===== src/rtl/mem_ctrl_pkg.sv =====
//==============================================================================
// mem_ctrl_pkg : shared FSM/grant encodings for the shared memory controller
// Revision: 1.0
//==============================================================================
`default_nettype none

package mem_ctrl_pkg;

  localparam int CNT_W = 4;

  typedef enum logic [1:0] {
    ST_IDLE  = 2'd0,
    ST_ISSUE = 2'd1,
    ST_WAIT  = 2'd2,
    ST_DONE  = 2'd3
  } state_t;

  typedef enum logic [1:0] {
    GNT_NONE = 2'd0,
    GNT_I    = 2'd1,
    GNT_D    = 2'd2
  } grant_t;

endpackage

`default_nettype wire


===== src/rtl/mem_lat_counter.sv =====
//==============================================================================
// mem_lat_counter : loadable down-counter, done flags the final count of 1
// Revision: 1.0
//==============================================================================
`default_nettype none

module mem_lat_counter #(
  parameter int WIDTH = 4
) (
  input  logic             clk,
  input  logic             reset,
  input  logic             load,
  input  logic [WIDTH-1:0] load_val,
  input  logic             dec,
  output logic             done
);

  logic [WIDTH-1:0] count;

  always_ff @(posedge clk) begin
    if (!reset) begin
      count <= '0;
    end else if (load) begin
      count <= load_val;
    end else if (dec && (count != '0)) begin
      count <= count - 1'b1;
    end
  end

  assign done = (count == WIDTH'(1));

endmodule

`default_nettype wire


===== src/rtl/shared_mem_ctrl.sv =====
//==============================================================================
// shared_mem_ctrl : arbitrates fetch and data ports onto one fixed-latency
// single-ported memory; data has priority, bounded by a starvation limit.
// Revision: 1.0
//==============================================================================
`default_nettype none

module shared_mem_ctrl
  import mem_ctrl_pkg::*;
#(
  parameter int ADDR_W     = 32,
  parameter int DATA_W     = 32,
  parameter int MEM_LAT    = 2,
  parameter int STARVE_LIM = 4
) (
  input  logic              clk,
  input  logic              reset,
  input  logic              IReq,
  input  logic [ADDR_W-1:0] IAddr,
  output logic [DATA_W-1:0] IRdata,
  output logic              IValid,
  input  logic              DReq,
  input  logic              DWe,
  input  logic [ADDR_W-1:0] DAddr,
  input  logic [DATA_W-1:0] DWdata,
  output logic [DATA_W-1:0] DRdata,
  output logic              DValid,
  output logic              StallF,
  output logic              StallM,
  output logic              MemEn,
  output logic              MemWe,
  output logic [ADDR_W-1:0] MemAddr,
  output logic [DATA_W-1:0] MemWdata,
  input  logic [DATA_W-1:0] MemRdata
);

  localparam logic [CNT_W-1:0] LAT_INIT = CNT_W'(MEM_LAT);
  localparam logic [CNT_W-1:0] LIM      = CNT_W'(STARVE_LIM);

  state_t           state;
  grant_t           grant;
  logic             wr_lat;
  logic [CNT_W-1:0] streak;
  logic             lat_done;
  logic             starve;
  logic             pick_d;
  logic             pick_i;

  // Data wins unless fetch has already been passed over STARVE_LIM times.
  assign starve = IReq && (streak == LIM);
  assign pick_d = DReq && !starve;
  assign pick_i = !pick_d && IReq;

  mem_lat_counter #(
    .WIDTH (CNT_W)
  ) u_lat_cnt (
    .clk      (clk),
    .reset    (reset),
    .load     (state == ST_ISSUE),
    .load_val (LAT_INIT),
    .dec      (state == ST_WAIT),
    .done     (lat_done)
  );

  always_ff @(posedge clk) begin
    if (!reset) begin
      state    <= ST_IDLE;
      grant    <= GNT_NONE;
      wr_lat   <= 1'b0;
      streak   <= '0;
      MemEn    <= 1'b0;
      MemWe    <= 1'b0;
      MemAddr  <= '0;
      MemWdata <= '0;
      IRdata   <= '0;
      DRdata   <= '0;
      IValid   <= 1'b0;
      DValid   <= 1'b0;
    end else begin
      MemEn  <= 1'b0;
      MemWe  <= 1'b0;
      IValid <= 1'b0;
      DValid <= 1'b0;
      case (state)
        ST_IDLE: begin
          if (pick_d) begin
            grant    <= GNT_D;
            wr_lat   <= DWe;
            MemEn    <= 1'b1;
            MemWe    <= DWe;
            MemAddr  <= DAddr;
            MemWdata <= DWdata;
            if (!IReq) begin
              streak <= '0;
            end else if (streak != LIM) begin
              streak <= streak + 1'b1;
            end
            state <= ST_ISSUE;
          end else if (pick_i) begin
            grant   <= GNT_I;
            wr_lat  <= 1'b0;
            MemEn   <= 1'b1;
            MemAddr <= IAddr;
            streak  <= '0;
            state   <= ST_ISSUE;
          end
        end
        ST_ISSUE: state <= ST_WAIT;
        ST_WAIT: begin
          if (lat_done) begin
            if (grant == GNT_I) begin
              IRdata <= MemRdata;
            end else if (!wr_lat) begin
              DRdata <= MemRdata;
            end
            IValid <= (grant == GNT_I);
            DValid <= (grant == GNT_D);
            state  <= ST_DONE;
          end
        end
        ST_DONE: state <= ST_IDLE;
        default: state <= ST_IDLE;
      endcase
    end
  end

  assign StallF = IReq & ~IValid;
  assign StallM = DReq & ~DValid;

endmodule

`default_nettype wire


===== config.mk =====
export PLATFORM = sky130hd
export DESIGN_NAME = shared_mem_ctrl
export DESIGN_NICKNAME = d
export VERILOG_FILES = /design/src/rtl/mem_ctrl_pkg.sv /design/src/rtl/mem_lat_counter.sv /design/src/rtl/shared_mem_ctrl.sv
export SDC_FILE = /design/constraint.sdc
export NUM_CORES = 1
export LEC_CHECK = 0
export ABC_AREA = 1
export CAP_MARGIN = 20
export CORE_MARGIN = 3
export CORE_UTILIZATION = 37
export DETAILED_ROUTE_END_ITERATION = 7
export GPL_ROUTABILITY_DRIVEN = 0
export PLACE_DENSITY = 0.81
export SYNTH_ARGS = -nofsm -noshare
export SYNTH_HDL_FRONTEND = slang
export SYNTH_SLANG_ARGS = --single-unit

===== constraint.sdc =====
create_clock -name clk -period 1.4 [get_ports clk]
set_clock_uncertainty 0.05 [all_clocks]
set_input_delay 0.35 -clock clk [delete_from_list [all_inputs] [get_ports clk]]
set_output_delay 0.35 -clock clk [all_outputs]
set_load 0.005 [all_outputs]

==> results.yml <==
outcome:
  status: "finished with violations"
  violations: "setup timing"
critical_path:
  crit_path_end_kind: "register"
  path_cells: "inv_4 > ha_4 > nand4_1 > nor2_4 > buf_4 > clkbuf_16 > o21ai_0 > nor2_1"
  timing.critical_path.buf_inv: 3
  cp_max_fo: 9
  critical-path-top-delay-family: "simple AND/OR/NAND/NOR gates"
  crit_required_ns: 1.71
  startpoint_type: "register"
  criticalPathCategory: "register to register"
  critical-path-max-stage-delay_ns: 0.34
  crit_slowest_cell: "dfxtp_2"
  worstPathArrival_ns: 1.88
route:
  drt_iter0_drc: 441
  vias: 6688
  drcViolationCount: 0
  wl_um: 24400
  first_pass_iters: 6
  avgViaCountPerCell: 5.06
  ant_nets: 0
  wire_per_inst_um: 18.4
pwr:
  total_power_mw: 17.1
  p_sw_share_pct: 33.3
  power_switching_mw: 5.69
  powerDensity_nw_per_um2: 1560
  peakVddDrop_mv: 0.892
  p_leak_nw: 4.81
  p_int_mw: 11.4
  pwr-share-clk_pct: 28.2
  p_comb_share_pct: 41.6
  seq_power_share_pct: 30.3
min_path:
  hold_class: "input pin to register"
sta:
  setup_tns_ns: -11.65
  finalCritPeriodShare_pct: 112
  setup_viol: 133
  min_period_ns: 1.57
  worstMarginPinSlew_ns: 0.345
  timing.slew.headroom_pct: 77.0
  fmax_ghz: 0.637
  rsz0062_at_grt: "true"
  hold_violations: 0
  finalWorstSetupSlack_ns: -0.169
  slew_viol_final: 0
  whs_ns: 0.367
layout:
  diodes: 0
  areaGrowthSynthToFinish_pct: 89.2
  fin_nets: 1238
  drive_above_1_share_pct: 42.2
  num-fill-cells: 1070
synth:
  ys_async_sr_fraction_pct: 0
  syn_area_per_cell_um2: 7.56
  synth-seq-cells: 145
  syn-instance-count: 765
  synthFlopType: "dfxtp_1"
  yosysSeqAreaShare_pct: 50.2
  syn-num-nets: 906
  synth_edf_count: 0
  yosysMostFrequentCell: "nor2_1"
  synth_area_leaders: "dfxtp_1 (50%), nor2_1 (9.5%), nand2_1 (9.4%)"
  synth_top_area_share_pct: 50.2
  ys_types: 27
  ys_warn_count: 0
  yosysTopAreaCell: "dfxtp_1"
  synth_common_cells: "nor2_1 (147), dfxtp_1 (145), nand2_1 (145)"
  syn_area_um2: 5780
clock_tree:
  root_buffer: "clkbuf_16"
  clk_path_buf_depth: 2
  htreeDepth: 4
  clk_pin_slew_ns: 0.06
  numCtsBuffers: 17
  cts_tree: "yes"
  cts.sinks: 145
  clk_latency_ns: 0.42
die:
  rows: 45
  die_h_um: 131
  initial_utilization_pct: 37.9
  coreArea_um2: 15300
  die_x_um: 131
  io_pins: 267
  die_area_um2: 17200
global_route:
  grt_max_degree: 68
  grt_usage_pct: 24.4
  first_global_vias: 6137
  grt-ovfl-total: 0
  grt_pass1_wl_um: 32400
  antenna_found_initial: 0
job:
  maxCapViolCount: 0
placed_design:
  place_hpwl_um: 13600
  port_buffers: 266
==> cell usage in the layout, fill, tap and decap left out, drive strengths merged <==
cell           synthesis  routed
clkinvlp               0       3
o21a                   1       1
nand4                 22      22
nor4                   1       1
nand3                 59      59
clkdlybuf4s15          0      51
nand2                147     147
a21oi                 42      42
inv                   44      45
bufinv                 0       3
dlygate4sd2            0       1
clkdlybuf4s50          0     129
xor2                   1       1
dfxtp                145     145
nor3b                  1       1
a21boi                 1       1
o21bai                 1       1
clkbuf                18     100
nor2                 151     151
ha                     8       8
clkinv                 0       4
a31oi                 12      12
o21ai                 77      77
buf                   34     105
==> flip-flops by register name, indices dropped and copies added (netlist names) <==
| register | count |
|---|---|
| DRdata | 32 |
| IRdata | 32 |
| MemAddr | 32 |
| MemWdata | 32 |
| streak | 4 |
| u_lat_cnt.count | 4 |
| grant | 2 |
| state | 2 |
| DValid | 1 |
| IValid | 1 |
| MemEn | 1 |
| MemWe | 1 |
| wr_lat | 1 |
==> what timing repair did <==
action	4_1_cts	5_1_grt
hold buffers	0	0
gates resized for setup	462	286
gates cloned	13	8
pin swaps	27	48
setup endpoints to repair	272	229
buffers inserted	13	12
==> worst paths after layout <==
path / startpoint / end / slack (ns) / depth (start not counted)
worst min-delay path: reset / streak[0] / 0.37 / 4
worst max register to register: state[0] / IRdata[1] / -0.17 / 8
worst max-delay path: state[0] / IRdata[1] / -0.17 / 8
worst min register to register: grant[0] / DValid / 0.41 / 1
==> through the flow <==
step                      instances  setup slack, ns  utilization, %  cell area (um^2)
after floorplan                 765         -0.00900               -              5810
after global placement         1245           -0.680            58.9              8980
after detailed placement       1245           -0.671            58.9              8980
after CTS                      1302           -0.103            68.4             10400
after global routing           1321           -0.236            71.7             10900
final                          1321           -0.169            71.7             10900
==> metal layers <==
metal | share of wire (%) | up-vias | GRT usage, %
li1 | - | 3177 | -
met1 | 38 | 3144 | 27.8
met2 | 53 | 298 | 43.8
met3 | 5.8 | 69 | 4.76
met4 | 3.4 | 0 | 11.3
met5 | 0 | - | 0
==> layout make-up <==
cell class	instances	area, um^2	area share (%)
repair buffers	365	3670	33.5
multi-input cells	524	3200	29.3
flip-flops and latches	145	2990	27.3
clock buffers	21	470	4.30
well taps	211	264	2.41
inverters	44	198	1.81
clock inverters	11	153	1.39
==> worst reg2reg max path, cell delays in order, from the launching register on <==
cell and delay [ns]:
dfxtp_2 0.34, inv_4 0.08, ha_4 0.14, nand4_1 0.17, nor2_4 0.24, buf_4 0.18, clkbuf_16 0.14, o21ai_0 0.08
nor2_1 0.10
==> cell families (layout without fill, tap and decap cells) <==
| kind of cell | after synthesis | count (layout) | share of synthesized area (%) |
|---|---|---|---|
| and+or+nand+nor | 381 | 381 | 27.8 |
| DFF | 145 | 145 | 50.2 |
| AOI/OAI and AO/OA | 134 | 134 | 12.0 |
| buffers and inverters | 96 | 441 | 8.15 |
| adders and majority gates | 8 | 8 | 1.73 |
| xor gates and xnor gates | 1 | 1 | 0.151 |
==> power groups by stage <==
stage	logic (mW)	clock network (mW)	registers (mW)
global placement	4.47	0	5.03
global route	7.52	5.03	5.21
floorplan	2.22	0	5.07
CTS	5.78	4.84	5.04
detailed placement	4.56	0	5.05
finish	7.10	4.81	5.17
(Power assumes the default switching activity.)
